$ cat src/rtl/mem_rd_arbiter_pkg.sv
`default_nettype none
// ============================================================================
// Module : mem_arb_pkg
// Brief  : Shared types and constants for the memory read-channel arbiter.
// Rev    : 1.0  initial release
// ============================================================================
package mem_arb_pkg;

  typedef enum logic [1:0] {
    ARB_IDLE = 2'd0,
    ARB_ADDR = 2'd1,
    ARB_DATA = 2'd2
  } arb_state_t;

  localparam logic       OWNER_IFU = 1'b0;
  localparam logic       OWNER_LSU = 1'b1;
  localparam logic [1:0] RESP_OKAY = 2'b00;

endpackage
`default_nettype wire

$ cat src/rtl/mem_rd_arbiter_if.sv
`default_nettype none
// ============================================================================
// Module : mem_rd_arbiter_if
// Brief  : AXI4-Lite-style read channel (AR + R) bundle with master/slave views.
// Rev    : 1.0  initial release
// ============================================================================
interface mem_rd_arbiter_if #(
  parameter int AW = 32,
  parameter int DW = 32
);
  logic [AW-1:0] araddr;
  logic          arvalid;
  logic          arready;
  logic [DW-1:0] rdata;
  logic [1:0]    rresp;
  logic          rvalid;
  logic          rready;

  modport master (
    output araddr, arvalid, rready,
    input  arready, rdata, rresp, rvalid
  );

  modport slave (
    input  araddr, arvalid, rready,
    output arready, rdata, rresp, rvalid
  );
endinterface
`default_nettype wire

$ cat src/rtl/mem_rd_arbiter_arb_pick2.sv
`default_nettype none
// ============================================================================
// Module : arb_pick2
// Brief  : Two-way winner select; LSU-over-IFU fixed priority, or round-robin
//          on ties when ARB_RR_EN is defined.
// Rev    : 1.0  initial release
// ============================================================================
module arb_pick2 (
  input  logic req_ifu,
  input  logic req_lsu,
`ifdef ARB_RR_EN
  input  logic last_lsu,
`endif
  output logic any_req,
  output logic pick_lsu
);

  assign any_req = req_ifu | req_lsu;

`ifdef ARB_RR_EN
  // On a tie the master that did not win last time goes first.
  assign pick_lsu = req_lsu & (~req_ifu | ~last_lsu);
`else
  assign pick_lsu = req_lsu;
`endif

endmodule
`default_nettype wire

$ cat src/rtl/mem_rd_arbiter.sv
`default_nettype none
// ============================================================================
// Module : mem_rd_arbiter
// Brief  : Two-master (IFU, LSU) to one-slave read-channel arbiter, one
//          outstanding read. Optional macro ARB_RR_EN selects round-robin ties.
// Rev    : 1.0  initial release
// ============================================================================
module mem_rd_arbiter
  import mem_arb_pkg::*;
#(
  parameter int AW = 32,
  parameter int DW = 32
) (
  input  logic             clk,
  input  logic             rst,
  mem_rd_arbiter_if.slave  ifu,
  mem_rd_arbiter_if.slave  lsu,
  mem_rd_arbiter_if.master mem,
  output logic             arb_busy
);

  arb_state_t    state_q, state_d;
  logic          owner_q, owner_d;
  logic [AW-1:0] araddr_q, araddr_d;
  logic          arvalid_q, arvalid_d;
`ifdef ARB_RR_EN
  logic          last_q, last_d;
`endif

  logic any_req;
  logic pick_lsu;
  logic grant;
  logic in_data;
  logic owner_rready;
  logic ifu_sel;
  logic lsu_sel;

  arb_pick2 u_pick (
    .req_ifu  (ifu.arvalid),
    .req_lsu  (lsu.arvalid),
`ifdef ARB_RR_EN
    .last_lsu (last_q),
`endif
    .any_req  (any_req),
    .pick_lsu (pick_lsu)
  );

  // Grants are suppressed during reset so no master sees an arready that is dropped.
  assign grant        = (state_q == ARB_IDLE) & any_req & ~rst;
  assign in_data      = (state_q == ARB_DATA);
  assign owner_rready = (owner_q == OWNER_LSU) ? lsu.rready : ifu.rready;

  always_comb begin
    state_d   = state_q;
    owner_d   = owner_q;
    araddr_d  = araddr_q;
    arvalid_d = arvalid_q;
`ifdef ARB_RR_EN
    last_d    = last_q;
`endif
    case (state_q)
      ARB_IDLE: begin
        if (grant) begin
          state_d   = ARB_ADDR;
          owner_d   = pick_lsu ? OWNER_LSU : OWNER_IFU;
          araddr_d  = pick_lsu ? lsu.araddr : ifu.araddr;
          arvalid_d = 1'b1;
`ifdef ARB_RR_EN
          last_d    = pick_lsu;
`endif
        end
      end
      ARB_ADDR: begin
        if (mem.arready) begin
          state_d   = ARB_DATA;
          arvalid_d = 1'b0;
        end
      end
      ARB_DATA: begin
        if (mem.rvalid && owner_rready) begin
          state_d = ARB_IDLE;
        end
      end
      default: begin
        state_d   = ARB_IDLE;
        arvalid_d = 1'b0;
      end
    endcase
  end

  always_ff @(posedge clk) begin
    if (rst) begin
      state_q   <= ARB_IDLE;
      owner_q   <= OWNER_IFU;
      araddr_q  <= '0;
      arvalid_q <= 1'b0;
`ifdef ARB_RR_EN
      last_q    <= OWNER_LSU;
`endif
    end else begin
      state_q   <= state_d;
      owner_q   <= owner_d;
      araddr_q  <= araddr_d;
      arvalid_q <= arvalid_d;
`ifdef ARB_RR_EN
      last_q    <= last_d;
`endif
    end
  end

  assign ifu.arready = grant & ~pick_lsu;
  assign lsu.arready = grant & pick_lsu;

  assign mem.araddr  = araddr_q;
  assign mem.arvalid = arvalid_q;
  assign mem.rready  = in_data & owner_rready;

  // R is a pure pass-through to the owner; the other master sees an idle channel.
  assign ifu_sel     = in_data & (owner_q == OWNER_IFU);
  assign lsu_sel     = in_data & (owner_q == OWNER_LSU);

  assign ifu.rvalid  = ifu_sel & mem.rvalid;
  assign ifu.rdata   = ifu_sel ? mem.rdata : {DW{1'b0}};
  assign ifu.rresp   = ifu_sel ? mem.rresp : RESP_OKAY;
  assign lsu.rvalid  = lsu_sel & mem.rvalid;
  assign lsu.rdata   = lsu_sel ? mem.rdata : {DW{1'b0}};
  assign lsu.rresp   = lsu_sel ? mem.rresp : RESP_OKAY;

  assign arb_busy    = (state_q != ARB_IDLE);

endmodule
`default_nettype wire

$ cat src/flat_wrapper.sv
// flat-port wrapper written by rule: the top's interface ports become plain ports
module mem_rd_arbiter_flat import mem_arb_pkg::*;
#(
  parameter int AW = 32,
  parameter int DW = 32
)
  (clk, rst, arb_busy, ifu_araddr, ifu_arvalid, ifu_rready, ifu_arready, ifu_rdata, ifu_rresp, ifu_rvalid, lsu_araddr, lsu_arvalid, lsu_rready, lsu_arready, lsu_rdata, lsu_rresp, lsu_rvalid, mem_araddr, mem_arvalid, mem_rready, mem_arready, mem_rdata, mem_rresp, mem_rvalid);
  mem_rd_arbiter_if #(.AW(AW), .DW(DW)) ifu_i ();
  mem_rd_arbiter_if #(.AW(AW), .DW(DW)) lsu_i ();
  mem_rd_arbiter_if #(.AW(AW), .DW(DW)) mem_i ();
  input  logic clk;
  input  logic rst;
  output logic arb_busy;
  input wire logic [$bits(ifu_i.araddr)-1:0] ifu_araddr;
  input wire logic [$bits(ifu_i.arvalid)-1:0] ifu_arvalid;
  input wire logic [$bits(ifu_i.rready)-1:0] ifu_rready;
  output wire logic [$bits(ifu_i.arready)-1:0] ifu_arready;
  output wire logic [$bits(ifu_i.rdata)-1:0] ifu_rdata;
  output wire logic [$bits(ifu_i.rresp)-1:0] ifu_rresp;
  output wire logic [$bits(ifu_i.rvalid)-1:0] ifu_rvalid;
  input wire logic [$bits(lsu_i.araddr)-1:0] lsu_araddr;
  input wire logic [$bits(lsu_i.arvalid)-1:0] lsu_arvalid;
  input wire logic [$bits(lsu_i.rready)-1:0] lsu_rready;
  output wire logic [$bits(lsu_i.arready)-1:0] lsu_arready;
  output wire logic [$bits(lsu_i.rdata)-1:0] lsu_rdata;
  output wire logic [$bits(lsu_i.rresp)-1:0] lsu_rresp;
  output wire logic [$bits(lsu_i.rvalid)-1:0] lsu_rvalid;
  output wire logic [$bits(mem_i.araddr)-1:0] mem_araddr;
  output wire logic [$bits(mem_i.arvalid)-1:0] mem_arvalid;
  output wire logic [$bits(mem_i.rready)-1:0] mem_rready;
  input wire logic [$bits(mem_i.arready)-1:0] mem_arready;
  input wire logic [$bits(mem_i.rdata)-1:0] mem_rdata;
  input wire logic [$bits(mem_i.rresp)-1:0] mem_rresp;
  input wire logic [$bits(mem_i.rvalid)-1:0] mem_rvalid;
  assign ifu_i.araddr = ifu_araddr;
  assign ifu_i.arvalid = ifu_arvalid;
  assign ifu_i.rready = ifu_rready;
  assign ifu_arready = ifu_i.arready;
  assign ifu_rdata = ifu_i.rdata;
  assign ifu_rresp = ifu_i.rresp;
  assign ifu_rvalid = ifu_i.rvalid;
  assign lsu_i.araddr = lsu_araddr;
  assign lsu_i.arvalid = lsu_arvalid;
  assign lsu_i.rready = lsu_rready;
  assign lsu_arready = lsu_i.arready;
  assign lsu_rdata = lsu_i.rdata;
  assign lsu_rresp = lsu_i.rresp;
  assign lsu_rvalid = lsu_i.rvalid;
  assign mem_araddr = mem_i.araddr;
  assign mem_arvalid = mem_i.arvalid;
  assign mem_rready = mem_i.rready;
  assign mem_i.arready = mem_arready;
  assign mem_i.rdata = mem_rdata;
  assign mem_i.rresp = mem_rresp;
  assign mem_i.rvalid = mem_rvalid;
  mem_rd_arbiter #(.AW(AW), .DW(DW)) u_core (.clk(clk), .rst(rst), .ifu(ifu_i), .lsu(lsu_i), .mem(mem_i), .arb_busy(arb_busy));
endmodule
$ cat config.mk
export PLATFORM = sky130hd
export DESIGN_NAME = mem_rd_arbiter_flat
export DESIGN_NICKNAME = d
export VERILOG_FILES = /design/src/rtl/mem_rd_arbiter_pkg.sv /design/src/rtl/mem_rd_arbiter_if.sv /design/src/rtl/mem_rd_arbiter_arb_pick2.sv /design/src/rtl/mem_rd_arbiter.sv /design/src/flat_wrapper.sv
export SDC_FILE = /design/constraint.sdc
export NUM_CORES = 1
export LEC_CHECK = 0
export ABC_AREA = 1
export CAP_MARGIN = 40
export CORE_UTILIZATION = 33
export DETAILED_ROUTE_END_ITERATION = 7
export PLACE_DENSITY_LB_ADDON = 0.1
export SYNTH_ARGS = -nofsm -noshare
export SYNTH_HDL_FRONTEND = slang
export SYNTH_HIERARCHICAL = 1
export SYNTH_SLANG_ARGS = --single-unit
$ cat constraint.sdc
create_clock -name clk -period 2.1 [get_ports clk]
set_input_delay 0.525 -clock clk [delete_from_list [all_inputs] [get_ports clk]]
set_output_delay 0.525 -clock clk [all_outputs]
set_load 0.05 [all_outputs]
# Yosys cells after proc, flatten, opt, wreduce, memory -nomap -nowiden
# Index checks and enable logic that the tools add are counted.
# op_classes
n_eq_ne	5
n_mux	14
n_bitwise	14
n_reduce_logical	6
# ops
op	n
two-way mux 32 bit	3
two-way mux 2 bit	5
AND 1 bit	9
one-hot mux 2 bit (3 select lines)	1
AND reduction 3 bit	2
two-way mux 1 bit	4
inequality test 2 bit (second input constant)	2
inverter 1 bit	4
one-hot mux 1 bit (3 select lines)	1
equality test 2 x 1 -> 1 bit (second input constant)	1
equality test 2 bit (second input constant)	1
zero test 2 bit	1
inequality test 2 x 1 -> 1 bit (second input constant)	1
AND reduction 2 bit	1
nonzero test 2 bit	1
logical AND 1 bit	1
OR 1 bit	1
# word_totals
regBits	36
output_inout_bits	107
wordCells	43

# Logic depth before layout (Yosys ltp)
# logic_depth
depth_word	5
mapped_depth	8

# Hierarchy
# Netlist, hierarchy kept.
# by_module_without_submodules
module	instances	cells_per_inst	area_each_um2
mem_rd_arbiter	1	388	2192.1
arb_pick2	1	4	18.8

# Worst setup path after synthesis
# No wires, ideal clock.
# synth_timing
path_type	input-to-output
from	in lsu_arvalid
to	out lsu_arready
t_arrival_ns	1.722
slack_ns	-0.147
stages	5
path_cell_list	buf_4 buf_2 clkinv_1 buf_4 nor2_1
# synth_via
elab_chain_len	4
# synth_rtl
item	line	text
start, declared	flat_wrapper.sv:22	input wire logic [$bits(lsu_i.arvalid)-1:0] lsu_arvalid;
OR 1 bit	mem_rd_arbiter_arb_pick2.sv:18	assign any_req = req_ifu | req_lsu;
AND 1 bit (2 in series)	mem_rd_arbiter.sv:49	assign grant = (state_q == ARB_IDLE) & any_req & ~rst;
AND 1 bit *	mem_rd_arbiter.sv:112	assign lsu.arready = grant & pick_lsu;
end, declared	flat_wrapper.sv:24	output wire logic [$bits(lsu_i.arready)-1:0] lsu_arready;
# Every way passes the cells marked *; elsewhere a longest branch is shown, timed or not.

# Final worst setup path
# layout_timing
from	in rst
to	out ifu_arready
# layout_via
elab_chain_len	3
# layout_rtl
item	line	text
start, declared	flat_wrapper.sv:12	input logic rst;
inverter 1 bit	mem_rd_arbiter.sv:49	
AND 1 bit	mem_rd_arbiter.sv:49	
AND 1 bit	mem_rd_arbiter.sv:111	assign ifu.arready = grant & ~pick_lsu;
end, declared	flat_wrapper.sv:17	output wire logic [$bits(ifu_i.arready)-1:0] ifu_arready;
# Every way passes these cells.

==> summary.md <==
| Metric | Value |
|---|---|
| Worst EP required | `1.57 ns` |
| Syn_nets | `498` |
| Yosys reg bits | `36` |
| Nets | `705` |
| Measured slew at the worst slew-check pin | `0.554 ns` |
| CP top delay family | `buffers and inverters` |
| H-tree Lvls | `2` |
| CTS Buffer Depth | `2` |
| Initial core utilization | `34.4%` |
| CP Cell Sequence | `clkdlybuf4s50_1 > clkinv_4 > nand2_4 > nor2_8 > nand2_2 > inv_2 > buf_8` |
| Power density over the cells | `439 nW/um^2` |
| Global-route wire length before repair | `14800 um` |
| DR WL/cell | `15.2 um` |
| GPL Wtd Cong | `0.792` |
| Initial antenna violation count | `0` |
| Mapped Cells | `392` |
| DP Wirelength | `7650 um` |
| CP max stage delay | `0.53 ns` |
| Critical path capture point type | `output pin` |
| Die area | `7030 sq um` |
| Setup Viol. Count Final | `0` |
| Mapped Area | `2210 sq um` |
| Die X | `83.9 um` |
| Total CTS buffers | `5` |
| Number of synthesis warnings | `6` |
| Post-Route Setup TNS | `0 ns` |
| Post-Place Cells | `667` |
| Routed WL | `10300 um` |
| CTS tree | `built` |
| Critical path class | `in -> out` |
| Worst-Skew Late Latency | `0.28 ns` |
| Status | `finished with violations` |
| Crit path launch type | `primary input` |
| Crit. Startpoint | `rst` |
| FMAX | `487 MHz` |
| Final hold slack | `0.462 ns` |
| DRC Markers | `29` |
| Tmin final | `2.05 ns` |
| N_diodes | `0` |
| IO buf count | `212` |
| Crit path DAT | `1.53 ns` |
| RR Startpoint | `u_core/state_q[0]$_SDFFE_PP0P_` |
| Final Skew | `0.00644 ns` |
| Max FO, Critical Path | `3` |
| Fraction of layout cells with a size suffix above 1 | `29.5%` |
| Peak VDD IR | `0.485 mV` |
| Slowest CP cell | `clkdlybuf4s50_1` |
| Core footprint | `6420 sq um` |
| Main synth FF type | `dfxtp_1` |
| Hold depth | `2` |
| Flop-to-flop setup slack | `0.72 ns` |
| Hold_buf cts | `0` |
| 1st-iter DRT viols | `129` |
| Worst R2R Path Depth | `6` |
| Slew headroom | `62.9%` |
| Reg2reg end | `u_core/mem.araddr[18]$_SDFFE_PP0P_` |
| Final hold violation count | `0` |
| Routed vias | `3126` |
| Hold endpoint | `u_core/mem.araddr[24]$_SDFFE_PP0P_` |
| Routed Antenna Nets | `0` |
| First drt pass iteration count | `6` |
| Vias per cell | `4.62` |
| Rows | `29` |
| Total gr overflow | `0` |
| Pins Over Slew Limit | `0` |
| DIE HEIGHT | `83.9 um` |
| Failing checks | `design-rule violations` |
| Layout area overhead | `147%` |
| # IOs | `213` |
| Largest net degree at the start of global routing | `36` |
| Clock slew at reported path FFs | `0.07 ns` |
| Tot Pwr | `2.40 mW` |
| Number of global-route vias before repair | `2913` |
| Clock Sinks | `36` |
| Leakage | `2.39 nW` |
| Post-synth EDFFs | `0` |
| Post-synthesis sequential area ratio | `32.6%` |
| # fillers | `370` |
| Post-Layout Cell Count | `677` |
| Tot GR Track Use | `26.5%` |
| Synth cell types | `21` |
| Max-cap violations | `0` |
| Syn Area/Cell | `5.64 sq um` |
| Buf/Inv on CP | `4` |
| Async set-or-reset flop fraction in the synthesized netlist | `0%` |
| Worst min path class | `reg -> reg` |
| Period utilization | `97.7%` |
| Clock root cell | `clkbuf_8` |
| Hold path startpoint | `u_core/mem.araddr[24]$_SDFFE_PP0P_` |
## worst max path at each step
stage | to | slack, ns | cells after the start
after floorplan | lsu_arready | 0.08 | 5
after global placement | ifu_arready | -0.06 | 8
after detailed placement | ifu_arready | -0.10 | 8
after CTS | lsu_rdata[6] | -0.01 | 6
after global routing | lsu_rdata[16] | -0.03 | 6
final | ifu_arready | 0.05 | 7
## tightest hold or removal path, delay by kind of cell (launching register included)
kind | cells | cell delay [ns]
DFF | 1 | 0.31
and+or+nand+nor | 1 | 0.06
AOI/OAI and AO/OA | 1 | 0.05
## where the power goes
group | switching, mW | total [mW] | internal (mW)
Combinational | 0.595 | 1.05 | 0.459
Clock | 0.229 | 0.581 | 0.352
Sequential | 0.0308 | 0.764 | 0.734
Total | 0.855 | 2.40 | 1.54
## cell usage in the layout (no fill, tap or decap)
cell             instances
clkbuf_8                 5
dlymetal6s2s_1           1
nand2_4                  1
clkinv_1                 1
nand3_1                  3
nand3_2                  1
nor2_1                   3
clkinv_2                 1
dlygate4sd2_1            1
clkdlybuf4s50_1        135
clkbuf_1                 1
o21ai_0                  1
o211ai_1                 1
inv_2                    3
clkinv_4                 1
clkbuf_16                1
nor2_8                   1
a21oi_1                 33
inv_1                   40
nand2_1                166
nor2_2                  64
bufinv_16                1
buf_12                  74
nand2_2                  4
and3_1                   1
dfxtp_1                 36
buf_8                    1
buf_4                   11
nor2_4                   8
## synthesized netlist by cell type, types with 3 or more instances
master    number  area [sq um]
clkbuf_1       3          11.3
inv_2          3          11.3
buf_4          4          30.0
dfxtp_1       36           721
buf_6          4          45.0
buf_2         13          65.1
a21oi_1       33           165
nand2_1      169           634
nor2_1        74           278
nand3_1        3          15.0
inv_1         40           150
## area by class of cell
cell class / count / area [sq um] / area share [%]
inverters: 45 / 174 / 3.18
well taps: 77 / 96.3 / 1.76
flip-flops and latches: 36 / 721 / 13.2
multi-input cells: 287 / 1390 / 25.4
repair buffers: 224 / 2980 / 54.5
clock inverters: 2 / 35.0 / 0.641
clock buffers: 6 / 72.6 / 1.33
## logic make-up after synthesis
group                  after synthesis  share of synthesized area, %
AND/OR/NAND/NOR                    252                          44.7
AO/OA/AOI/OAI                       35                          8.04
flip-flops                          36                          32.6
buffers and inverters               69                          14.7
## registers in the layout, indices dropped and copies added, names as in the netlist
name,cells
u_core/mem.araddr,32
u_core/mem.arvalid,1
u_core/owner_q,1
u_core/state_q,2
## stage by stage
step	area [sq um]	worst slack (ns)	utilization, %
3_5_place_dp	5070	-0.101	78.9
3_3_place_gp	5070	-0.0624	78.9
4_1_cts	5190	-0.0120	80.8
2_1_floorplan	2210	0.0788	-
5_1_grt	5470	-0.0251	85.1
6_report	5470	0.0486	85.1
## layer usage
layer | vias to the layer above | track usage (%) | wire, um
met4 | 0 | 7.21 | 189
met2 | 124 | 50.2 | 5500
met5 | - | 0 | 0
li1 | 1567 | - | -
met1 | 1418 | 28.9 | 3940
met3 | 17 | 6.63 | 628
## repair_timing
action / CTS / global route
pin swaps: 2 / 3
endpoints found under the setup margin: 10 / 72
gates cloned: 0 / 1
resized for setup: 7 / 86
setup buffers: 0 / 1
Power figures use the tool's default switching activity.
